**config.mk**
```make
export PLATFORM = sky130hd
export DESIGN_NAME = enemy_wave_controller
export DESIGN_NICKNAME = d
export VERILOG_FILES = /design/src/rtl/enemy_wave_controller.sv
export SDC_FILE = /design/constraint.sdc
export NUM_CORES = 1
export LEC_CHECK = 0
export CORE_MARGIN = 2
export CORE_UTILIZATION = 55
export DETAILED_ROUTE_END_ITERATION = 6
export PLACE_DENSITY = 0.89
export SYNTH_ARGS = -nofsm -noshare
export SYNTH_HDL_FRONTEND = slang
export SYNTH_SLANG_ARGS = --single-unit
```
**constraint.sdc**
```tcl
create_clock -name frame_clk -period 3.3 [get_ports frame_clk]
set_clock_uncertainty 0.1 [all_clocks]
set_input_delay 0.66 -clock frame_clk [delete_from_list [all_inputs] [get_ports frame_clk]]
set_output_delay 0.66 -clock frame_clk [all_outputs]
set_load 0.1 [all_outputs]
```
**src/rtl/enemy_wave_controller.sv**
```systemverilog
// enemy_wave_controller
// Spawns enemies on a frame timer, walks each one back and forth between
// X_MIN and X_MAX, and retires it through a timed DYING phase after a hit.
// One update per frame_clk edge; freeze holds everything except reset.
module enemy_wave_controller #(
    parameter int NUM_ENEMIES    = 4,
    parameter int SPAWN_INTERVAL = 120,
    parameter int DEATH_FRAMES   = 30,
    parameter int X_MIN          = 0,
    parameter int X_MAX          = 600,
    parameter int STEP           = 2
) (
    input  logic                      frame_clk,
    input  logic                      Reset,
    input  logic                      freeze,
    input  logic                      hit_valid,
    input  logic [2:0]                hit_idx,
    output logic [NUM_ENEMIES-1:0]    enemy_active,
    output logic [NUM_ENEMIES-1:0]    enemy_dying,
    output logic [NUM_ENEMIES-1:0]    enemy_dir,
    output logic [10*NUM_ENEMIES-1:0] enemy_x,
    output logic [7:0]                kill_count
);

    localparam logic [1:0] S_IDLE  = 2'd0;
    localparam logic [1:0] S_RUN   = 2'd1;
    localparam logic [1:0] S_DYING = 2'd2;

    localparam int TW = (SPAWN_INTERVAL > 1) ? $clog2(SPAWN_INTERVAL) : 1;
    localparam int DW = (DEATH_FRAMES > 1) ? $clog2(DEATH_FRAMES) : 1;
    localparam logic [TW-1:0] TIMER_LAST = TW'(SPAWN_INTERVAL - 1);
    localparam logic [DW-1:0] DEATH_LAST = DW'(DEATH_FRAMES - 1);

    // 11-bit copies keep the edge comparisons free of wrap-around
    localparam logic [10:0] XMIN_W = 11'(X_MIN);
    localparam logic [10:0] XMAX_W = 11'(X_MAX);
    localparam logic [10:0] STEP_W = 11'(STEP);
    localparam logic [9:0]  XMIN_X = 10'(X_MIN);
    localparam logic [9:0]  XMAX_X = 10'(X_MAX);
    localparam logic [9:0]  STEP_X = 10'(STEP);

    logic [TW-1:0]          timer_reg, timer_next;
    logic [7:0]             kill_reg, kill_next;
    logic [NUM_ENEMIES-1:0] idle_vec;
    logic [NUM_ENEMIES-1:0] run_vec;
    logic [NUM_ENEMIES-1:0] grant_vec;
    logic [NUM_ENEMIES-1:0] hit_vec;
    logic                   spawn_due;
    logic                   any_idle;
    logic                   grant_found;
    logic                   hit_in_range;

    assign spawn_due    = (timer_reg == TIMER_LAST);
    assign any_idle     = |idle_vec;
    assign hit_in_range = ({1'b0, hit_idx} < 4'(NUM_ENEMIES));
    assign kill_count   = kill_reg;

    // Grant a due spawn to the lowest-index IDLE slot
    always_comb begin
        grant_vec   = '0;
        grant_found = 1'b0;
        for (int i = 0; i < NUM_ENEMIES; i++) begin
            if (idle_vec[i] && !grant_found) begin
                grant_vec[i] = spawn_due && !freeze;
                grant_found  = 1'b1;
            end
        end
    end

    // Spawn timer: wraps after a grant, parks at the last count while no slot is free
    always_comb begin
        timer_next = timer_reg;
        if (!freeze) begin
            if (spawn_due) begin
                if (any_idle)
                    timer_next = '0;
            end else begin
                timer_next = timer_reg + 1'b1;
            end
        end
    end

    // Kill counter saturates at 255
    always_comb begin
        kill_next = kill_reg;
        if ((|hit_vec) && (kill_reg != 8'hFF))
            kill_next = kill_reg + 8'd1;
    end

    // Shared timer and kill counter registers
    always_ff @(posedge frame_clk) begin
        if (Reset) begin
            timer_reg <= '0;
            kill_reg  <= '0;
        end else begin
            timer_reg <= timer_next;
            kill_reg  <= kill_next;
        end
    end

    generate
        for (genvar gi = 0; gi < NUM_ENEMIES; gi++) begin : g_slot
            logic [1:0]    state_reg, state_next;
            logic [9:0]    x_reg, x_next;
            logic          dir_reg, dir_next;
            logic [DW-1:0] cnt_reg, cnt_next;
            logic [10:0]   x_wide;
            logic          slot_active, slot_dying;

            assign x_wide       = {1'b0, x_reg};
            assign idle_vec[gi] = (state_reg == S_IDLE);
            assign run_vec[gi]  = (state_reg == S_RUN);
            // Hits are only taken by a running slot and never while paused
            assign hit_vec[gi]  = hit_valid && !freeze && hit_in_range &&
                                  (hit_idx == 3'(gi)) && run_vec[gi];

            // Slot state, position, direction and death counter registers
            always_ff @(posedge frame_clk) begin
                if (Reset) begin
                    state_reg <= S_IDLE;
                    x_reg     <= XMAX_X;
                    dir_reg   <= 1'b0;
                    cnt_reg   <= '0;
                end else begin
                    state_reg <= state_next;
                    x_reg     <= x_next;
                    dir_reg   <= dir_next;
                    cnt_reg   <= cnt_next;
                end
            end

            // Next slot state plus movement; a hit pre-empts that frame's move
            always_comb begin
                state_next = state_reg;
                x_next     = x_reg;
                dir_next   = dir_reg;
                cnt_next   = cnt_reg;
                if (!freeze) begin
                    case (state_reg)
                        S_IDLE: begin
                            if (grant_vec[gi]) begin
                                state_next = S_RUN;
                                x_next     = XMAX_X;
                                dir_next   = 1'b0;
                                cnt_next   = '0;
                            end
                        end
                        S_RUN: begin
                            if (hit_vec[gi]) begin
                                state_next = S_DYING;
                                cnt_next   = '0;
                            end else if (!dir_reg) begin
                                if (x_wide <= XMIN_W + STEP_W) begin
                                    x_next   = XMIN_X;
                                    dir_next = 1'b1;
                                end else begin
                                    x_next = x_reg - STEP_X;
                                end
                            end else begin
                                if (x_wide + STEP_W >= XMAX_W) begin
                                    x_next   = XMAX_X;
                                    dir_next = 1'b0;
                                end else begin
                                    x_next = x_reg + STEP_X;
                                end
                            end
                        end
                        S_DYING: begin
                            if (cnt_reg == DEATH_LAST) begin
                                state_next = S_IDLE;
                                cnt_next   = '0;
                            end else begin
                                cnt_next = cnt_reg + 1'b1;
                            end
                        end
                        default: begin
                            state_next = S_IDLE;
                            cnt_next   = '0;
                        end
                    endcase
                end
            end

            // Per-slot outputs decoded from the registered state
            always_comb begin
                slot_active = (state_reg == S_RUN);
                slot_dying  = (state_reg == S_DYING);
            end

            assign enemy_active[gi]     = slot_active;
            assign enemy_dying[gi]      = slot_dying;
            assign enemy_dir[gi]        = dir_reg;
            assign enemy_x[10*gi +: 10] = x_reg;
        end
    endgenerate

endmodule
```
==> results of run 1 <==
-- cells by family after synthesis --
group,synth area share [%]
simple gates,29.16
compound gates,24.84
buf+inv,7.330
flops,26.89
xor+xnor,5.953
fa+ha+maj,4.454
mux,1.316
other cells,0.06068
-- stage by stage --
stage	worst slack, ns	power, mW	cell area (um^2)
after floorplan	0.1786	1.083	6191
after global placement	0.3587	1.101	6621
after detailed placement	0.2856	1.103	6621
after CTS	0.5776	1.815	6804
after global routing	0.3526	1.858	6804
final	0.5382	1.797	6804
-- power breakdown --
part           switching [mW]  internal [mW]
clock network           0.374          0.343
registers             0.00239           1.00
logic                  0.0577         0.0174
total                   0.434           1.36
-- layout make-up --
| cell class | count | share of cell area (%) |
|---|---|---|
| multi-input combinational | 655 | 59.91 |
| sequential | 83 | 24.42 |
| timing repair buffer | 78 | 8.753 |
| tap | 140 | 2.574 |
| clock buffer | 10 | 1.876 |
| inverter | 30 | 1.655 |
| clock inverter | 5 | 0.8091 |
-- synthesized netlist by cell type, drive strengths merged, types with 18 or more instances --
| cell type | count | area, um^2 |
|---|---|---|
| a21oi | 51 | 255.2 |
| a31oi | 18 | 118.9 |
| buf | 24 | 163.9 |
| clkbuf | 47 | 176.4 |
| dfxtp | 83 | 1662 |
| ha | 22 | 275.3 |
| inv | 30 | 112.6 |
| nand2 | 100 | 375.4 |
| nand3 | 34 | 170.2 |
| nand4 | 24 | 150.1 |
| nor2 | 75 | 281.5 |
| nor3 | 25 | 125.1 |
| o21ai | 40 | 200.2 |
| xnor2 | 19 | 166.4 |
| xor2 | 23 | 201.4 |
-- worst paths after layout --
| kind | startpoint | endpoint | slack (ns) | depth (start not counted) |
|---|---|---|---|---|
| worst max-delay path | g_slot[1].x_reg[1] | g_slot[1].x_reg[4] | 0.54 | 7 |
| worst min-delay path | g_slot[0].cnt_reg[2] | g_slot[0].cnt_reg[2] | 0.40 | 2 |
| worst max register to register | g_slot[1].x_reg[1] | g_slot[1].x_reg[4] | 0.54 | 7 |
| worst min register to register | g_slot[0].cnt_reg[2] | g_slot[0].cnt_reg[2] | 0.40 | 2 |
-- tightest hold or removal path: stages (launching register included) --
cell and delay (ns):
dfxtp_1 0.34, nand2_1 0.06, a21oi_1 0.05
-- layer usage --
layer	vias to the layer above	track usage [%]	wire [um]
li1	3083	-	-
met1	2985	35.27	6823
met2	226	41.41	7032
met3	23	4.174	1002
met4	0	7.957	265
met5	-	0	0
==> summary.md, run 1 <==
| Metric | Value |
|---|---|
| Vias | `6317` |
| Max Freq | `362.1 MHz` |
| Status | `completed` |
| Syn Inst Count | `836` |
| Port Buffers | `62` |
| CP Cell Sequence | `ha_1 > and3_1 > and3_1 > a311oi_1 > a31oi_1 > a21oi_1 > o32a_1` |
| Fin crit period | `2.762 ns` |
| Final Cycle Share | `83.69%` |
| Leakage | `2.495 nW` |
| Drt wl/cell | `15.11 um` |
| Max VDD drop | `0.1699 mV` |
| Drt first pass iters | `5` |
| Netlist cell types | `75` |
| Final setup vio count | `0` |
| Synth warnings | `0` |
| Async S/R FF share, synth | `0%` |
| Placer Congestion | `0.9452` |
| DP Wirelength | `10720 um` |
| Max-cap violations | `0` |
| CP max FO | `13` |
| Die area | `12100 um^2` |
| Aggregate global routing overflow | `0` |
| CP Launch Type | `flip-flop` |
| Cell count after placement | `986` |
| Post-synthesis sequential area ratio | `26.89%` |
| Endpoint class of the critical path | `flip-flop` |
| Number of synthesized flops with an enable pin | `0` |
| Yosys reg bits | `83` |
| Number of clock sinks | `83` |
| Final Slew Violations | `0` |
| Clock buffer depth | `2` |
| H-tree depth | `3` |
| Max-slew headroom | `54.47%` |
| Global Route Usage Sum | `25.72%` |
| Largest register FFs | `36` |
| Routed wire length | `15120 um` |
| Area of the multi-input gates | `4076 um^2` |
| Ys flop type | `dfxtp_1` |
| Root Buffer | `clkbuf_8` |
| Ant diodes | `0` |
| Unrepaired setup endpoints after global routing | `false` |
| Critical Path AT | `2.93 ns` |
| Vias in the first global route | `5441` |
| Core area | `10890 um^2` |
| Hold_ws | `0.4011 ns` |
| Finished Core Util | `62.49%` |
| Initial core utilization | `56.76%` |
| Drt via density | `6.311` |
| Pwr per Cell Area | `264.1 nW/um^2` |
| CP dominant cell by count | `and3_1` |
| Most frequent cells in the layout | `nand2_1, dfxtp_1, nor2_1` |
| CTS tree | `done` |
| Crit-path leading delay family | `compound AO/OA/AOI/OAI gates` |
| Rows | `38` |
| Ports | `67` |
| First-pass GRT wire length | `25500 um` |
| Fillers | `960` |
| Commonest non-fill, non-tap cell in the layout | `nand2_1` |
| Hold_buf cts | `0` |
| Layout cells sized above 1 | `11.85%` |
| Slew @ Worst Pin | `0.6798 ns` |
| Setup Buffers After CTS | `0` |
| CP max-delay cell | `dfxtp_1` |
| Clk_lat worst skew | `0.37 ns` |
| Buffers & Inverters on Critical Path | `0` |
| DR iter-0 viols | `513` |
| CTS buffer count | `9` |
| Fin Setup TNS | `0 ns` |
| Die Wd | `110 um` |
| Storage cell area | `1662 um^2` |
| Finished Layout Cells | `1001` |
| Antenna Nets Post-Route | `0` |
| Worst EP required | `3.47 ns` |
| Clock-pin slew on the worst setup and hold paths | `0.08 ns` |
| Hold Crit Class | `reg -> reg` |
| Post-Synthesis Cell Area | `6180 um^2` |
| Avg Cell Area, Syn | `7.392 um^2` |
| Nets | `886` |
| Remaining DRCs | `0` |
| Largest net degree at the start of global routing | `42` |
| Initial antenna violation count | `0` |
| Post-CTS Resized | `0` |
| Crit-path max cell delay | `0.59 ns` |
| Die H | `110 um` |
| Fin. Hold Viols | `0` |
| Area delta synth->final | `10.10%` |
| Setup CP Type | `reg -> reg` |
Power figures use the tool's default switching activity.
==> run 2: changes to the inputs <==
clock period = 2.8 ns   (was 3.3 ns; I/O delays follow)
==> run 2 against run 1 <==
  * Routed wire length is 3.8% higher
  * Non-clock buffer count rose by 23
  * Sequential share of layout area is 0.59 points lower
  * Sequential power grew 18%
  * Total power rose by 24%
  * Clock power grew 32%
  * Combinational power up 21%
==> summary.md, run 2 (same netlist as run 1, synthesis figures left out) <==
| Metric | Value |
|---|---|
| Status | `completed` |
| Clk_lat worst skew | `0.37 ns (about the same)` |
| Hold_ws | `0.4035 ns (+0.002472 ns)` |
| CP Launch Type | `flip-flop` |
| Finished Core Util | `64.51% (+2.0 points)` |
| Vias | `6414 (+1.5%)` |
| Pre-CTS setup slack | `0.06122 ns (-0.2244 ns)` |
| Max VDD drop | `0.3100 mV (+82%)` |
| Hold Crit Endpoint | `g_slot[0].cnt_reg[2]` |
| Drt wl/cell | `15.31 um (+1.3%)` |
| Origin of the critical flop-to-flop path | `g_slot[1].x_reg[1]` |
| Endpoint class of the critical path | `flip-flop` |
| DR iter-0 viols | `620 (+21%)` |
| CTS buffer count | `9 (unchanged)` |
| Pwr per Cell Area | `316.4 nW/um^2 (+20%)` |
| Cell count after placement | `1009 (+2.3%)` |
| CTS tree | `done` |
| Remaining DRCs | `0 (unchanged)` |
| Unrepaired setup endpoints after global routing | `false` |
| Max-cap violations | `0 (unchanged)` |
| Finished Layout Cells | `1025 (+2.4%)` |
| Aggregate global routing overflow | `0 (unchanged)` |
| DP Wirelength | `11260 um (+5.1%)` |
| Initial core utilization | `56.76% (unchanged)` |
| Most frequent cells in the layout | `nand2_1, buf_4, nor2_1` |
| Routed wire length | `15690 um (+3.8%)` |
| H-tree depth | `3 (unchanged)` |
| CP max FO | `13 (unchanged)` |
| Root Buffer | `clkbuf_8` |
| Final worst slack | `0.2749 ns (-0.2633 ns)` |
| Max Freq | `396.0 MHz (+9.4%)` |
| Max-slew headroom | `49.48% (-5.0 points)` |
| Vias in the first global route | `5452 (+0.20%)` |
| Drt via density | `6.258 (-0.84%)` |
| Clock buffer depth | `2 (unchanged)` |
| Die H | `110 um (unchanged)` |
| R2R depth | `7 (unchanged)` |
| Ports | `67 (unchanged)` |
| Largest net degree at the start of global routing | `23 (-45%)` |
| Placer Congestion | `0.9236 (-2.3%)` |
| Nets | `909 (+2.6%)` |
| Drt first pass iters | `7 (+2)` |
| Die Wd | `110 um (unchanged)` |
| Fin crit period | `2.525 ns (-0.2367 ns)` |
| Ant diodes | `0 (unchanged)` |
| Initial antenna violation count | `0 (unchanged)` |
| Final setup vio count | `0 (unchanged)` |
| Final Cycle Share | `90.18% (+6.5 points)` |
| Critical Path AT | `2.67 ns (-0.26 ns)` |
| Die area | `12100 um^2 (unchanged)` |
| Largest register FFs | `36 (unchanged)` |
| Global Route Usage Sum | `26.14% (+0.42 points)` |
| Hold Crit Class | `reg -> reg` |
| Area delta synth->final | `13.67%` |
| HP Start | `g_slot[0].cnt_reg[2]` |
| R2R Setup Slk | `0.27 ns (-0.26 ns)` |
| Setup CP Type | `reg -> reg` |
| Rows | `38 (unchanged)` |
| Setup Buffers After CTS | `0 (unchanged)` |
| Fin Setup TNS | `0 ns (unchanged)` |
| R2R Path End | `g_slot[1].x_reg[1]` |
| Port Buffers | `62 (unchanged)` |
| Post-CTS Resized | `0 (unchanged)` |
| Fin. Hold Viols | `0 (unchanged)` |
| Number of clock sinks | `83 (unchanged)` |
| Layout cells sized above 1 | `15.37% (+3.5 points)` |
| Final Slew Violations | `0 (unchanged)` |
| Antenna Nets Post-Route | `0 (unchanged)` |
| Core area | `10890 um^2 (unchanged)` |
| Slew @ Worst Pin | `0.7543 ns (+0.07450 ns)` |
| Worst hold path depth | `2 (unchanged)` |
| Hold_buf cts | `0 (unchanged)` |
| Commonest non-fill, non-tap cell in the layout | `nand2_1` |
| First-pass GRT wire length | `25770 um (+1.1%)` |
| Leakage | `2.631 nW (+5.4%)` |
| Clock-pin slew on the worst setup and hold paths | `0.09 ns (about the same)` |
| Worst setup startpoint | `g_slot[1].x_reg[1]` |
| Worst EP required | `2.95 ns (-0.52 ns)` |
-- run 2: worst max-delay path by stage --
stage	to	slack, ns
final	g_slot[1].x_reg[1]	0.27
after detailed placement	g_slot[3].x_reg[6]	0.06
after CTS	g_slot[1].x_reg[1]	0.30
after global routing	g_slot[2].x_reg[4]	0.16
after global placement	g_slot[3].x_reg[3]	0.12
after floorplan	g_slot[0].x_reg[4]	-0.04
-- run 2: stage by stage --
stage | total power, mW | instance area (um^2)
2_1_floorplan | 1.277 | 6203
3_3_place_gp | 1.300 | 6807
3_5_place_dp | 1.302 | 6807
4_1_cts | 2.233 | 7024
5_1_grt | 2.303 | 7024
6_report | 2.223 | 7024
-- run 2: power by group --
group | switching (mW) | leakage (nW) | total [mW] | internal (mW)
clock network | 0.444 | 0.106 | 0.948 | 0.504
registers | 0.00268 | 0.672 | 1.18 | 1.18
logic | 0.0678 | 1.85 | 0.0908 | 0.0230
total | 0.515 | 2.63 | 2.22 | 1.71
-- run 2: final cells by class --
class	count	area, um^2
Multi-Input combinational cell	655	4076
Fill cell	952	3864
Sequential cell	83	1674
Timing Repair Buffer	101	768.2
Tap cell	140	175.2
Clock buffer	10	127.6
Inverter	30	112.6
Clock inverter	6	90.09
-- run 2: critical path: stages, from the launching register on --
cell     delay, ns
dfxtp_2       0.40
ha_1          0.28
and3_1        0.24
and3_1        0.25
or4_1         0.41
a22o_1        0.26
a21oi_1       0.32
o32ai_1       0.14
-- run 2: metal layers --
metal | global-route usage, % | vias up | wire length (um)
met2 | 41.28 | 267 | 7304
met4 | 7.233 | 0 | 184
li1 | - | 3140 | -
met3 | 5.232 | 22 | 1199
met5 | 0 | - | 0
met1 | 36.23 | 2985 | 7005
==> run 3: changes to the inputs <==
CAP_MARGIN = 20   (was not set)
==> results of run 3 <==
The final DEF is identical to that of run 2; final timing and power are the same.
==> variant, RTL diff (flow settings as in run 3) <==
`DEATH_FRAMES`: 30 -> 15.
--- a/src/rtl/enemy_wave_controller.sv
+++ b/src/rtl/enemy_wave_controller.sv
@@ -5,7 +5,7 @@
 module enemy_wave_controller #(
     parameter int NUM_ENEMIES    = 4,
     parameter int SPAWN_INTERVAL = 120,
-    parameter int DEATH_FRAMES   = 30,
+    parameter int DEATH_FRAMES   = 15,
     parameter int X_MIN          = 0,
     parameter int X_MAX          = 600,
     parameter int STEP           = 2
Check against the original RTL: same outputs for any inputs over 10 cycles, from zero or initial values and one cycle with Reset high; that may be too few to reach the edited logic, so the function may still have changed.
==> variant against run 3 <==
- the flow now finishes with violations (design-rule violations)
- critical path type unchanged
- power up 0.35%
- setup slack worse by 0.015 ns
- synthesized area down 2.0%
- sequential cell count down 4
- wire length down 0.48%
- design area down 3.8%
==> variant: results (changes against run 3) <==
### Run status
* finished with violations — status
* design-rule violations — violations in the final reports

### Final layout
* 980 — non-filler instance count after layout, -4.4%
* 83 — Non-Clock Buffer Count, -18%
* 0.146 — fraction of final layout cells with drive strength greater than 1, -0.00724
* 926 — filler cell count in the final layout, -2.7%
* 0.235 — proportion of cell area occupied by registers, -0.00288
* 866 — # nets final, -4.7%

### Drt
* 3 — DRC violation count after routing, +3
* 575 — Starting DRT DRC Count, -7.3%
* 15.9 um — WL per Instance, +4.1%
* 6.51 — DR vias/cell, +4.0%

### STA
* 0.396 ns — final-layout worst hold slack, -0.00734 ns
* 0.394 GHz — achievable frequency, -0.57%
* 0.711 ns — worst slew pin tran, -0.0429 ns

### Synth
* 808 — synthesized instance count, -3.3%
* 0.261 — sequential fraction of the synthesis area, -0.00783
* dfxtp_1 26%, nand2_1 4.6%, a21oi_1 4.6% — main area contributors after synthesis

### Critical path
* 0.62 ns — largest incremental delay on the critical path, +0.21 ns
* 9 — peak fanout along the critical path, -4
* g_slot[2].x_reg[7] — CP Capture Point
* timer_reg[0] — crit path launch
* 2.68 ns — data arrival time at the worst-slack endpoint, about the same

### Power
* 0.00113 W — reported sequential group power, -4%
* 0.00223 W — total power of the final layout, +0.35%

### Place
* 0.00652 sq mm — total cell area at the placement stage, -4.2%
* 0.0440 ns — pre-CTS setup slack, -0.0172 ns

### Global route
* 5,523 — via count of the first global-routing pass, +1.3%

==> variant: changes by cell type after synthesis, sizes merged, moves of 7 or more <==
cell    delta
buf       +12
clkbuf    -15
nand2     -25
xor2      -10
nand3      +9
o211ai     -7
and3       +7
and2       -7
==> variant: cell families (layout without fill, tap and decap cells) <==
| group | after synthesis | after routing | share of synthesized area |
|---|---|---|---|
| adder cells (fa/ha/maj) | 22 | 22 | 0.0454 |
| other | 1 | 4 | 0.000619 |
| XOR/XNOR | 26 | 26 | 0.0376 |
| buffers and inverters | 104 | 133 | 0.0834 |
| multiplexers | 10 | 10 | 0.0192 |
| flip-flops | 79 | 79 | 0.261 |
| AO/OA/AOI/OAI | 233 | 233 | 0.263 |
| AND/OR/NAND/NOR | 333 | 333 | 0.290 |
==> variant: per-layer routing <==
metal / vias to the layer above / part of all wire / global-route usage
li1: 3051 / - / -
met1: 2945 / 0.44 / 0.365
met4: 0 / 0.023 / 0.0998
met5: - / 0 / 0
met2: 340 / 0.46 / 0.415
met3: 43 / 0.081 / 0.0442
